**src/rtl/mem_stage_pkg.sv**
```systemverilog
// -----------------------------------------------------------------------------
// mem_stage_pkg
//   Shared definitions for the MEM stage controller and its MEM/WB register:
//   the default datapath and register-address widths, and the encoding of the
//   two-state data-memory handshake FSM.
//
//   Contents
//     XLEN_DEF  default datapath / address width
//     RA_W_DEF  default register-address width
//     state_t   FSM state type, values S_IDLE and S_WAIT
// -----------------------------------------------------------------------------
package mem_stage_pkg;

    localparam int XLEN_DEF = 64;
    localparam int RA_W_DEF = 5;

    // The state is kept as plain localparam constants rather than an enum so
    // the encoding stays visible to older tools and netlist readers.
    typedef logic [0:0] state_t;

    // IDLE: no access outstanding across a clock edge.
    localparam state_t S_IDLE = 1'b0;
    // WAIT: a request was issued and not yet acknowledged; dmem_req is held.
    localparam state_t S_WAIT = 1'b1;

endpackage : mem_stage_pkg

```
**src/rtl/mem_wb_reg.sv**
```systemverilog
// -----------------------------------------------------------------------------
// mem_wb_reg
//   MEM/WB pipeline register. On every clock edge it either captures the
//   instruction leaving the MEM stage or inserts a bubble. A bubble clears
//   only the writeback control bits; the data fields keep their old values,
//   since nothing downstream consumes them without reg_write set.
//
//   Ports
//     clk            in   clock, rising edge
//     rst_n          in   asynchronous active-low reset, clears every field
//     bubble_i       in   1: write a bubble instead of capturing
//     load_rdata_i   in   1: a read completed this cycle, capture rdata_i
//     rd_i           in   destination register of the leaving instruction
//     alu_result_i   in   ALU result of the leaving instruction
//     rdata_i        in   data-memory read data
//     mem_to_reg_i   in   writeback source select
//     reg_write_i    in   register-file write enable
//     rd_o, alu_result_o, read_data_o, mem_to_reg_o, reg_write_o
//                    out  registered MEM/WB fields
// -----------------------------------------------------------------------------
module mem_wb_reg
    import mem_stage_pkg::*;
#(
    parameter int XLEN = XLEN_DEF,
    parameter int RA_W = RA_W_DEF
) (
    input  logic            clk,
    input  logic            rst_n,
    input  logic            bubble_i,
    input  logic            load_rdata_i,
    input  logic [RA_W-1:0] rd_i,
    input  logic [XLEN-1:0] alu_result_i,
    input  logic [XLEN-1:0] rdata_i,
    input  logic            mem_to_reg_i,
    input  logic            reg_write_i,
    output logic [RA_W-1:0] rd_o,
    output logic [XLEN-1:0] alu_result_o,
    output logic [XLEN-1:0] read_data_o,
    output logic            mem_to_reg_o,
    output logic            reg_write_o
);

    logic [RA_W-1:0] rd_q;
    logic [XLEN-1:0] alu_result_q;
    logic [XLEN-1:0] read_data_q;
    logic            mem_to_reg_q;
    logic            reg_write_q;

    // NOTE: every field is reset, data included, so a freshly reset pipeline
    // shows all-zero MEM/WB contents and can never issue a phantom write.
    // NOTE: sequential logic uses non-blocking assignments only, so all
    // flops sample pre-edge values regardless of statement order.
    always_ff @(posedge clk or negedge rst_n) begin
        if (!rst_n) begin
            rd_q         <= '0;
            alu_result_q <= '0;
            read_data_q  <= '0;
            mem_to_reg_q <= 1'b0;
            reg_write_q  <= 1'b0;
        end else if (bubble_i) begin
            mem_to_reg_q <= 1'b0;
            reg_write_q  <= 1'b0;
        end else begin
            rd_q         <= rd_i;
            alu_result_q <= alu_result_i;
            mem_to_reg_q <= mem_to_reg_i;
            reg_write_q  <= reg_write_i;
            // Read data only moves when a load actually finished; otherwise
            // the previous value is held.
            if (load_rdata_i) begin
                read_data_q <= rdata_i;
            end
        end
    end

    assign rd_o         = rd_q;
    assign alu_result_o = alu_result_q;
    assign read_data_o  = read_data_q;
    assign mem_to_reg_o = mem_to_reg_q;
    assign reg_write_o  = reg_write_q;

endmodule : mem_wb_reg

```
**src/rtl/mem_stage_ctrl.sv**
```systemverilog
// -----------------------------------------------------------------------------
// mem_stage_ctrl
//   MEM stage of the pipeline plus the MEM/WB register. Consumes the EX/MEM
//   register outputs, runs the data-memory req/ack handshake, resolves
//   branches, stalls upstream while an access is outstanding and registers the
//   results for writeback.
//
//   Configuration macro
//     MEM_TIMEOUT_EN  when defined, an access that waits TIMEOUT_CYCLES cycles
//                     in WAIT without ack is aborted: the request is dropped,
//                     the stall released, a bubble written to MEM/WB and the
//                     sticky mem_err flag set. When undefined, WAIT lasts until
//                     ack and mem_err is tied low.
//
//   Ports
//     clk             in   clock, rising edge
//     reset           in   asynchronous active-low reset
//     adder_in        in   branch target from EX/MEM
//     zero_in         in   ALU zero flag
//     alu_result_in   in   ALU result / memory address
//     read_data2_in   in   store data
//     rd_in           in   destination register
//     mem_to_reg_in, reg_write_in, branch_in, mem_read_in, mem_write_in
//                     in   control bits from EX/MEM
//     pc_src          out  take branch (also flushes IF/ID, ID/EX, EX/MEM)
//     branch_target   out  = adder_in
//     stall           out  hold PC, IF/ID, ID/EX, EX/MEM this cycle
//     dmem_req        out  data-memory request
//     dmem_we         out  1 = write, 0 = read
//     dmem_addr       out  = alu_result_in
//     dmem_wdata      out  = read_data2_in
//     dmem_ack        in   request accepted/complete this cycle
//     dmem_rdata      in   read data, valid with dmem_ack
//     wb_read_data, wb_alu_result, wb_rd, wb_mem_to_reg, wb_reg_write
//                     out  MEM/WB register contents
//     mem_err         out  sticky access-timeout flag
// -----------------------------------------------------------------------------
module mem_stage_ctrl
    import mem_stage_pkg::*;
#(
    parameter int XLEN = XLEN_DEF,
    parameter int RA_W = RA_W_DEF
`ifdef MEM_TIMEOUT_EN
    ,
    parameter int TIMEOUT_CYCLES = 16
`endif
) (
    input  logic            clk,
    input  logic            reset,
    input  logic [XLEN-1:0] adder_in,
    input  logic            zero_in,
    input  logic [XLEN-1:0] alu_result_in,
    input  logic [XLEN-1:0] read_data2_in,
    input  logic [RA_W-1:0] rd_in,
    input  logic            mem_to_reg_in,
    input  logic            reg_write_in,
    input  logic            branch_in,
    input  logic            mem_read_in,
    input  logic            mem_write_in,
    output logic            pc_src,
    output logic [XLEN-1:0] branch_target,
    output logic            stall,
    output logic            dmem_req,
    output logic            dmem_we,
    output logic [XLEN-1:0] dmem_addr,
    output logic [XLEN-1:0] dmem_wdata,
    input  logic            dmem_ack,
    input  logic [XLEN-1:0] dmem_rdata,
    output logic [XLEN-1:0] wb_read_data,
    output logic [XLEN-1:0] wb_alu_result,
    output logic [RA_W-1:0] wb_rd,
    output logic            wb_mem_to_reg,
    output logic            wb_reg_write,
    output logic            mem_err
);

    state_t state_q, state_d;
    logic   access;
    logic   abort;
    logic   read_done;

    assign access = mem_read_in | mem_write_in;

    // ------------------------------------------------------------------
    // Memory interface. Address and data are pure pass-through: the stall
    // holds EX/MEM, so they stay stable for the whole WAIT period.
    // ------------------------------------------------------------------
    assign dmem_addr  = alu_result_in;
    assign dmem_wdata = read_data2_in;
    // When both read and write are flagged, the write wins.
    assign dmem_we    = mem_write_in;

    // NOTE: every signal assigned in an always_comb gets a default first, so
    // no path leaves it unassigned and no latch is inferred.
    always_comb begin
        dmem_req = 1'b0;
        if (reset) begin
            dmem_req = (state_q == S_WAIT) ? !abort : access;
        end
    end

    // An ack while no request is pending is ignored because dmem_req gates it.
    assign stall     = dmem_req & ~dmem_ack;
    assign read_done = dmem_req & dmem_ack & mem_read_in & ~mem_write_in;

    // Branch resolution is independent of the memory handshake.
    assign pc_src        = reset & branch_in & zero_in;
    assign branch_target = adder_in;

    // ------------------------------------------------------------------
    // Handshake FSM. A zero-wait ack completes in IDLE without leaving it.
    // ------------------------------------------------------------------
    always_comb begin
        state_d = state_q;
        if (state_q == S_IDLE) begin
            if (access && !dmem_ack) begin
                state_d = S_WAIT;
            end
        end else begin
            // The abort check comes first: a late ack in the abort cycle sees
            // dmem_req low and must not count as completion.
            if (abort || dmem_ack) begin
                state_d = S_IDLE;
            end
        end
    end

    always_ff @(posedge clk or negedge reset) begin
        if (!reset) begin
            state_q <= S_IDLE;
        end else begin
            state_q <= state_d;
        end
    end

`ifdef MEM_TIMEOUT_EN
    // ------------------------------------------------------------------
    // Timeout. cnt_q counts completed WAIT cycles; once it reaches
    // TIMEOUT_CYCLES the following WAIT cycle is the abort cycle, in which
    // the request and stall are released and a bubble enters MEM/WB.
    // ------------------------------------------------------------------
    localparam int               CNT_W     = $clog2(TIMEOUT_CYCLES + 1);
    localparam logic [CNT_W-1:0] CNT_LIMIT = CNT_W'(TIMEOUT_CYCLES);

    logic [CNT_W-1:0] cnt_q, cnt_d;
    logic             mem_err_q, mem_err_d;

    assign abort = (state_q == S_WAIT) && (cnt_q == CNT_LIMIT);

    // Restart from zero on every entry into WAIT; count only while staying.
    always_comb begin
        cnt_d = '0;
        if ((state_q == S_WAIT) && (state_d == S_WAIT)) begin
            cnt_d = cnt_q + 1'b1;
        end
    end

    assign mem_err_d = mem_err_q | abort;

    always_ff @(posedge clk or negedge reset) begin
        if (!reset) begin
            cnt_q     <= '0;
            mem_err_q <= 1'b0;
        end else begin
            cnt_q     <= cnt_d;
            mem_err_q <= mem_err_d;
        end
    end

    assign mem_err = mem_err_q;
`else
    assign abort   = 1'b0;
    assign mem_err = 1'b0;
`endif

    // ------------------------------------------------------------------
    // MEM/WB register. A stalled cycle leaves the instruction in MEM, and an
    // aborted access retires with no writeback, so both insert a bubble.
    // ------------------------------------------------------------------
    mem_wb_reg #(
        .XLEN (XLEN),
        .RA_W (RA_W)
    ) u_mem_wb_reg (
        .clk          (clk),
        .rst_n        (reset),
        .bubble_i     (stall | abort),
        .load_rdata_i (read_done),
        .rd_i         (rd_in),
        .alu_result_i (alu_result_in),
        .rdata_i      (dmem_rdata),
        .mem_to_reg_i (mem_to_reg_in),
        .reg_write_i  (reg_write_in),
        .rd_o         (wb_rd),
        .alu_result_o (wb_alu_result),
        .read_data_o  (wb_read_data),
        .mem_to_reg_o (wb_mem_to_reg),
        .reg_write_o  (wb_reg_write)
    );

endmodule : mem_stage_ctrl

```
**config.mk**
```make
export PLATFORM = sky130hd
export DESIGN_NAME = mem_stage_ctrl
export DESIGN_NICKNAME = d
export VERILOG_FILES = /design/src/rtl/mem_stage_pkg.sv /design/src/rtl/mem_wb_reg.sv /design/src/rtl/mem_stage_ctrl.sv
export SDC_FILE = /design/constraint.sdc
export NUM_CORES = 1
export LEC_CHECK = 0
export ABC_CLOCK_PERIOD_IN_PS = 4300
export CAP_MARGIN = 30
export CORE_AREA = 5 5 231 233
export CTS_BUF_LIST = sky130_fd_sc_hd__clkbuf_16
export CTS_CLUSTER_DIAMETER = 200
export DETAILED_ROUTE_END_ITERATION = 10
export DIE_AREA = 0 0 236 238
export PLACE_DENSITY = 0.39
export SYNTH_ARGS = -nofsm -noshare
export SYNTH_HDL_FRONTEND = slang
export SYNTH_SLANG_ARGS = --single-unit
```
**constraint.sdc**
```tcl
create_clock -name clk -period 4.3 [get_ports clk]
set_clock_uncertainty 0.1 [all_clocks]
set_input_delay 1.29 -clock clk [delete_from_list [all_inputs] [get_ports clk]]
set_output_delay 1.29 -clock clk [all_outputs]
set_load 0.01 [all_outputs]
```
* Yosys cells after proc, flatten, opt, wreduce, memory -nomap -nowiden
Cells that the tools add are included.
** Storage, ports and cells
- Bits in registers :: 136
- Input port bits :: 270
- Output and inout port bits :: 332
- Word-level logic and storage cells :: 26
** Operators by class
- Multiplexer cells :: 7
- Bitwise logic cells :: 10
- Reductions and logical operators :: 3
** Operators with widths (count)
- $mux 1 :: 7
- $and 1x1->1 :: 6
- $not 1->1 :: 3
- $reduce_and 2->1 :: 1
- $logic_and 1x1->1 :: 1
- $logic_not 1->1 :: 1
- $or 1x1->1 :: 1

* Logic depth before layout (Yosys ltp)
Gate-level depths: netlist (run 1).
- Word-level depth :: 7
- Mapped depth :: 5
- Gate-level depth less buffers :: 3

* By module
From an unflattened synthesis (run 1), not the netlist that was laid out.
** Unflattened totals
- Cell total of the unflattened synthesis :: 488
- Area total of the unflattened synthesis :: 6835.3 um^2
** Modules (own cells, without submodules)
- mem_wb_reg :: instances 1, cells each 286, area each 5305.1 um^2, sequential area each 3378.2 um^2
- mem_stage_ctrl :: instances 1, cells each 202, area each 1530.2 um^2, sequential area each 25.0 um^2

* Worst setup path after synthesis (run 1)
Ideal clock, no wire load.
- Path type :: input to output
- Start point :: input mem_write_in
- End point :: output stall
- Data arrival time :: 1.894 ns
- Required time :: 2.910 ns
- Slack :: 1.016 ns
- Stages :: 4
- Buffers on the path :: 2
- Path through :: nor3_2 > nor3b_2 > buf_6 > buf_8
** Between the ends
- Cells in the longest elaborated chain, start to end :: 4
** Ends and longest elaborated chain
- start, declared :: RTL line mem_stage_ctrl.sv:59 : input logic mem_write_in,
- $or 1x1->1 :: RTL line mem_stage_ctrl.sv:82 : assign access = mem_read_in | mem_write_in;
- $mux 1 :: RTL line mem_stage_ctrl.sv:98 : dmem_req = (state_q == S_WAIT) ? !abort : access;
- $mux 1 :: RTL line mem_stage_ctrl.sv:97 : if (reset) begin
- $and 1x1->1 :: RTL line mem_stage_ctrl.sv:103 : assign stall = dmem_req & ~dmem_ack;
- end, declared :: RTL line mem_stage_ctrl.sv:62 : output logic stall,
Every way passes these cells.

* Worst setup path in the final report (run 1)
Ends and elaborated chain as after synthesis.

==> load_flow_metrics.sql, run 1 <==
INSERT INTO impl_metrics (metric_group, metric, value, unit) VALUES
('worst_setup_path', 'critPathBufInv', '4', ''),
('clock_network', 'cts_setup_buffers', '0', ''),
('yosys', 'ys_top_cells_by_area', 'dfrtp_1 50%, buf_4 21%, mux2_4 15%', ''),
('yosys', 'library_cell_with_the_highest_instance_count_after_synthesis', 'buf_4', ''),
('worst_setup_path', 'cp_launch_type', 'primary input', ''),
('floorplanning', 'row_count', '83', ''),
('clock_network', 'total_clock_buffers_created_by_cts', '17', ''),
('grt', 'gr-usage-all-layers', '7.32', '%'),
('job', 'drv.max_cap_violation_count', '0', ''),
('route', 'routedWlPerCell', '15.4', 'um'),
('worst_setup_path', 'timing.critical_path.cells', 'clkdlybuf4s50_1, nor3_2, buf_4, nor3b_4, buf_12, dlygate4sd2_1', ''),
('clock_network', 'ctsHtreeMaxLevel', '4', ''),
('worst_setup_path', 'max_stage_delay', '510', 'ps'),
('timing', 'post-route-min-period', '4170', 'ps'),
('clock_network', 'cts_max_path_buffers', '2', ''),
('timing', 'timing.setup.tns', '0', 'ps'),
('placement', 'io_buf_count', '344', ''),
('placement', 'placement.cell_area', '9630', 'sq um'),
('cells_and_area', 'stdcell_count', '1344', ''),
('floorplanning', 'core', '51000', 'sq um'),
('route', 'top_layer_used', 'met5', ''),
('worst_setup_path', 'timing.critical_path.slowest_stage_cell', 'clkdlybuf4s50_1', ''),
('run_status', 'status', 'finished, final reports clean', ''),
('worst_setup_path', 'worst_ep_required_time', '2910', 'ps'),
('yosys', 'yosysWarnings', '0', ''),
('yosys', 'synth.top_cells.by_count', '194 x buf_4, 136 x dfrtp_1, 67 x mux2_4, 66 x mux2_2, 7 x buf_2', ''),
('cells_and_area', 'area_delta_synth_final', '49.4', '%'),
('route', 'drt-met1-wl', '7540', 'um'),
('grt', 'grt_first_pass_wirelength', '30000', 'um'),
('cells_and_area', 'filler_cell_count', '5513', ''),
('yosys', 'yosysTopAreaCellShare', '49.6', '%'),
('grt', 'via_count_of_the_first_global_routing_pass', '4577', ''),
('power', 'power_switching', '1.06', 'mW'),
('route', 'wl_met3', '2280', 'um'),
('floorplanning', 'die_x', '236', 'um'),
('clock_network', 'cts.root.buffer_cell', 'clkbuf_16', ''),
('power', 'seq_power_share', '37.7', '%'),
('timing', 'worst_pin_slew', '771', 'ps'),
('cells_and_area', 'drive_above_1_share', '26.2', '%'),
('route', 'vias_per_cell', '2.98', ''),
('placement', 'cell_count_after_placement', '1312', ''),
('cells_and_area', 'insertedDiodeCount', '0', ''),
('timing', 'maxSlewHeadroom', '48.6', '%'),
('worst_setup_path', 'rrSetupSlack', '2110', 'ps'),
('power', 'power.leakage', '4.13', 'nW'),
('power', 'clkPwrFrac', '37.4', '%'),
('worst_hold_path', 'worstHoldStart', 'u_mem_wb_reg.read_data_o[19]$_DFFE_PN0P_', ''),
('floorplanning', 'initial_utilization', '13.4', '%'),
('worst_setup_path', 'critical_path_class', 'primary input to output pin', ''),
('clock_network', 'clkSlewWorstSetupHoldPaths', '50', 'ps'),
('yosys', 'ys_seq_elements', '136', ''),
('worst_setup_path', 'crit_family', 'buffers and inverters', ''),
('timing', 'timing_hold_violations_final', '0', ''),
('cells_and_area', 'finalCoreUtilization', '20.1', '%'),
('worst_setup_path', 'r2r.worst_path.cells', '6', ''),
('clock_network', 'worstSkewPairLatency', '460', 'ps'),
('route', 'routed_antenna_nets', '0', ''),
('cells_and_area', 'multiInputGateArea', '1820', 'sq um'),
('floorplanning', 'die_area', '56200', 'sq um'),
('worst_setup_path', 'cp-startpoint', 'mem_write_in', ''),
('power', 'total_power', '4.16', 'mW'),
('power', 'p_comb_share', '24.8', '%'),
('worst_setup_path', 'critical_path.max_fanout', '3', ''),
('yosys', 'synth.cell_area', '6860', 'sq um'),
('clock_network', 'tritoncts_clock_tree', 'built', ''),
('yosys', 'syn-num-nets', '757', ''),
('cells_and_area', 'num-nets-final', '921', ''),
('floorplanning', 'die_h', '238', 'um'),
('route', 'route.vias.total', '4011', ''),
('clock_network', 'cts.hold.buffers_added', '0', ''),
('yosys', 'synthCells', '487', '');
worst reg2reg max path, delay by kind of cell (launching register included):
kind                   cells  cell delay, ps
AND/OR/NAND/NOR            2             350
flip-flops                 1             330
buffers and inverters      3             620
multiplexers               1             680
metal layers:
layer,vias to the layer above,track usage (%)
met5,-,0
met4,2,5.70
met2,283,11.2
met1,1894,7.33
li1,1767,-
met3,65,4.29
state kept, by name (all words and copies together) (netlist names):
signal	flops
u_mem_wb_reg.read_data_o	64
state_q	1
u_mem_wb_reg.alu_result_o	64
u_mem_wb_reg.rd_o	5
u_mem_wb_reg.reg_write_o	1
u_mem_wb_reg.mem_to_reg_o	1
layout by cell type, fill, tap and decap left out, types with 2 or more instances in the layout:
cell / Yosys / final
buf_12: 6 / 3
clkinv_2: 0 / 2
clkinv_4: 0 / 2
clkdlybuf4s50_1: 0 / 342
clkinvlp_4: 0 / 3
clkbuf_16: 0 / 17
bufinv_16: 0 / 4
mux2_4: 67 / 67
buf_4: 194 / 7
mux2_2: 66 / 66
dfrtp_1: 136 / 136
clkinv_1: 0 / 3
nor2b_1: 2 / 2
power groups by stage:
stage               clock [mW]  combinational (mW)  sequential (mW)
global route              1.69                1.10             1.59
CTS                       1.67                1.06             1.57
global placement             0                1.06             1.59
floorplan                    0               0.437             1.67
detailed placement           0                1.06             1.59
finish                    1.56                1.03             1.57
metrics by stage:
step | hold WS, ps | worst slack (ps)
after floorplan | 371 | 1020
after global placement | 387 | -131
final | 401 | 126
after CTS | 405 | 97.4
after global routing | 416 | 49.4
after detailed placement | 391 | -133
cells by family (layout without fill, tap and decap cells):
group / count (synthesis) / in the layout / synth area share, %
flops: 136 / 136 / 49.6
simple gates: 8 / 8 / 0.894
buf+inv: 209 / 386 / 23.9
other cells: 1 / 1 / 0.0547
mux: 133 / 133 / 25.5
worst max path at each step:
stage | cells after the start | end | slack (ps)
floorplan | 4 | stall | 1020
global placement | 6 | stall | -130
detailed placement | 6 | stall | -130
CTS | 6 | stall | 100
global route | 6 | stall | 50
finish | 6 | stall | 130
area by class of cell:
cell class / instances / share of cell area, %
well taps: 680 / 8.31
repair buffers: 354 / 34.7
clock buffers: 17 / 4.15
flip-flops and latches: 136 / 33.2
multi-input cells: 142 / 17.8
clock inverters: 15 / 1.81
No activity file was read; power rests on OpenSTA's default activity.
==> run 2: changes to the inputs <==
--- a/config.mk
+++ b/config.mk
@@ -9,7 +9,7 @@
 export CAP_MARGIN = 30
 export CORE_AREA = 5 5 231 233
 export CTS_BUF_LIST = sky130_fd_sc_hd__clkbuf_16
-export CTS_CLUSTER_DIAMETER = 200
+export CTS_CLUSTER_DIAMETER = 60
 export DETAILED_ROUTE_END_ITERATION = 10
 export DIE_AREA = 0 0 236 238
 export PLACE_DENSITY = 0.39
==> results of run 2 <==
The final DEF is identical to that of run 1; final timing and power are the same.
==> RTL edit, RTL diff (settings of run 1) <==
Set the package constant `XLEN_DEF` to 60 (it was 64).
--- a/src/rtl/mem_stage_pkg.sv
+++ b/src/rtl/mem_stage_pkg.sv
@@ -13,3 +13,3 @@
 
-    localparam int XLEN_DEF = 64;
+    localparam int XLEN_DEF = 60;
     localparam int RA_W_DEF = 5;
Interface: changed (9 resized); port bits go from 602 to 566. The function was not compared with the original's and may differ.
==> RTL edit against run 1 <==
  * Routed wire length is 7.2% lower
  * Core utilization decreased by 1.3 points
  * Sequential power shrank 6%
  * Global-route usage fell by 0.39 points
  * Sequential share of layout area up 0.29 points
  * Register-to-register slack better by 340 ps
  * Power fell by 3.7%
  * Synthesized area fell by 9.7%
  * Worst setup slack better by 140 ps
  * Non-clock buffer count fell by 23
  * Cell area decreased by 6.7%
  * Combinational power is 8% lower
  * Sequential cell count is 8 lower
  * Critical path type unchanged
  * Largest power group is now the clock network
==> RTL edit: results (changes against run 1) <==
grt_max_degree: 68  # -5.6%
synth_nets: 711  # -6.1%
wl_met2_um: 8830  # -9.1%
use_met1: 0.0660  # -0.00735
gp_congestion: 0.675  # -6.3%
met3_length_um: 2500  # +9.6%
p_leak_nw: 3.73  # -9.5%
dp_hpwl_um: 14500  # -8.6%
grt_pass1_wl_um: 28200  # -6.1%
cp_data_arrival_time_ps: 2640  # -140 ps
fillers: 5545  # +0.58%
synth_area_leaders: "dfrtp_1, buf_4, mux2_2"
synthMuxAreaShare: 0.238  # -0.0174
reg2reg_depth: 5  # -1
endpoint: "dmem_req"
first_pass_iters: 3  # -1
status: "finished clean"
grt_util_all_layers: 0.0694  # -0.00389
reg2reg_to: "u_mem_wb_reg.alu_result_o[13]"
min_to: "u_mem_wb_reg.alu_result_o[37]"
p_sw_mw: 1.00  # -5.3%
wl_per_cell_um: 14.7  # -4.5%
r2r_setup_slack_ps: 2450  # +340 ps
fin_hold_ws_ps: 401  # +0.394 ps
use_met3: 0.0487  # +0.00578
grt_pass1_vias: 4347  # -5.0%
switching_share: 0.250  # -0.00427
use_met2: 0.105  # -0.00716
synthTopCellsByCount: "buf_4, dfrtp_1, mux2_2, mux2_4, buf_2"
netlist_instances: 457  # -6.2%
relSlewSlack: 0.510  # +0.0241
fin_nets: 866  # -6.0%
top_layer: "met4"
ir_drop_uv: 205  # -12%
setup.worst_path.start: "mem_write_in"
drt_iter0_drc: 65  # -32%
critPathMaxStageDelay_ps: 490  # -20 ps
## RTL edit: cell types whose count changed in the layout (fill, tap and decap cells not counted), sizes merged, moves of 3 or more
cell | before | now
mux2 | 133 | 125
buf | 11 | 8
clkinv | 7 | 4
dfrtp | 136 | 128
clkdlybuf4s50 | 342 | 322
## RTL edit: layout make-up
class	count	share of cell area
well taps	680	0.0890
repair buffers	331	0.349
clock buffers	17	0.0445
clock inverters	14	0.0208
multi-input cells	134	0.161
diodes	1	0.000262
flip-flops and latches	128	0.335
## RTL edit: what timing repair did
item                       in CTS  in global routing
resized for setup               1                  0
hold buffers                    0                  0
setup endpoints to repair       1                  0
## RTL edit: metrics by stage
| stage | area (um2) | std cells | worst slack [ps] |
|---|---|---|---|
| 3_3_place_gp | 8930 | 1273 | -5.06 |
| 4_1_cts | 9550 | 1304 | 252 |
| 6_report | 9560 | 1305 | 268 |
| 5_1_grt | 9550 | 1304 | 185 |
| 3_5_place_dp | 8930 | 1273 | -11.3 |
| 2_1_floorplan | 6190 | 457 | 996 |
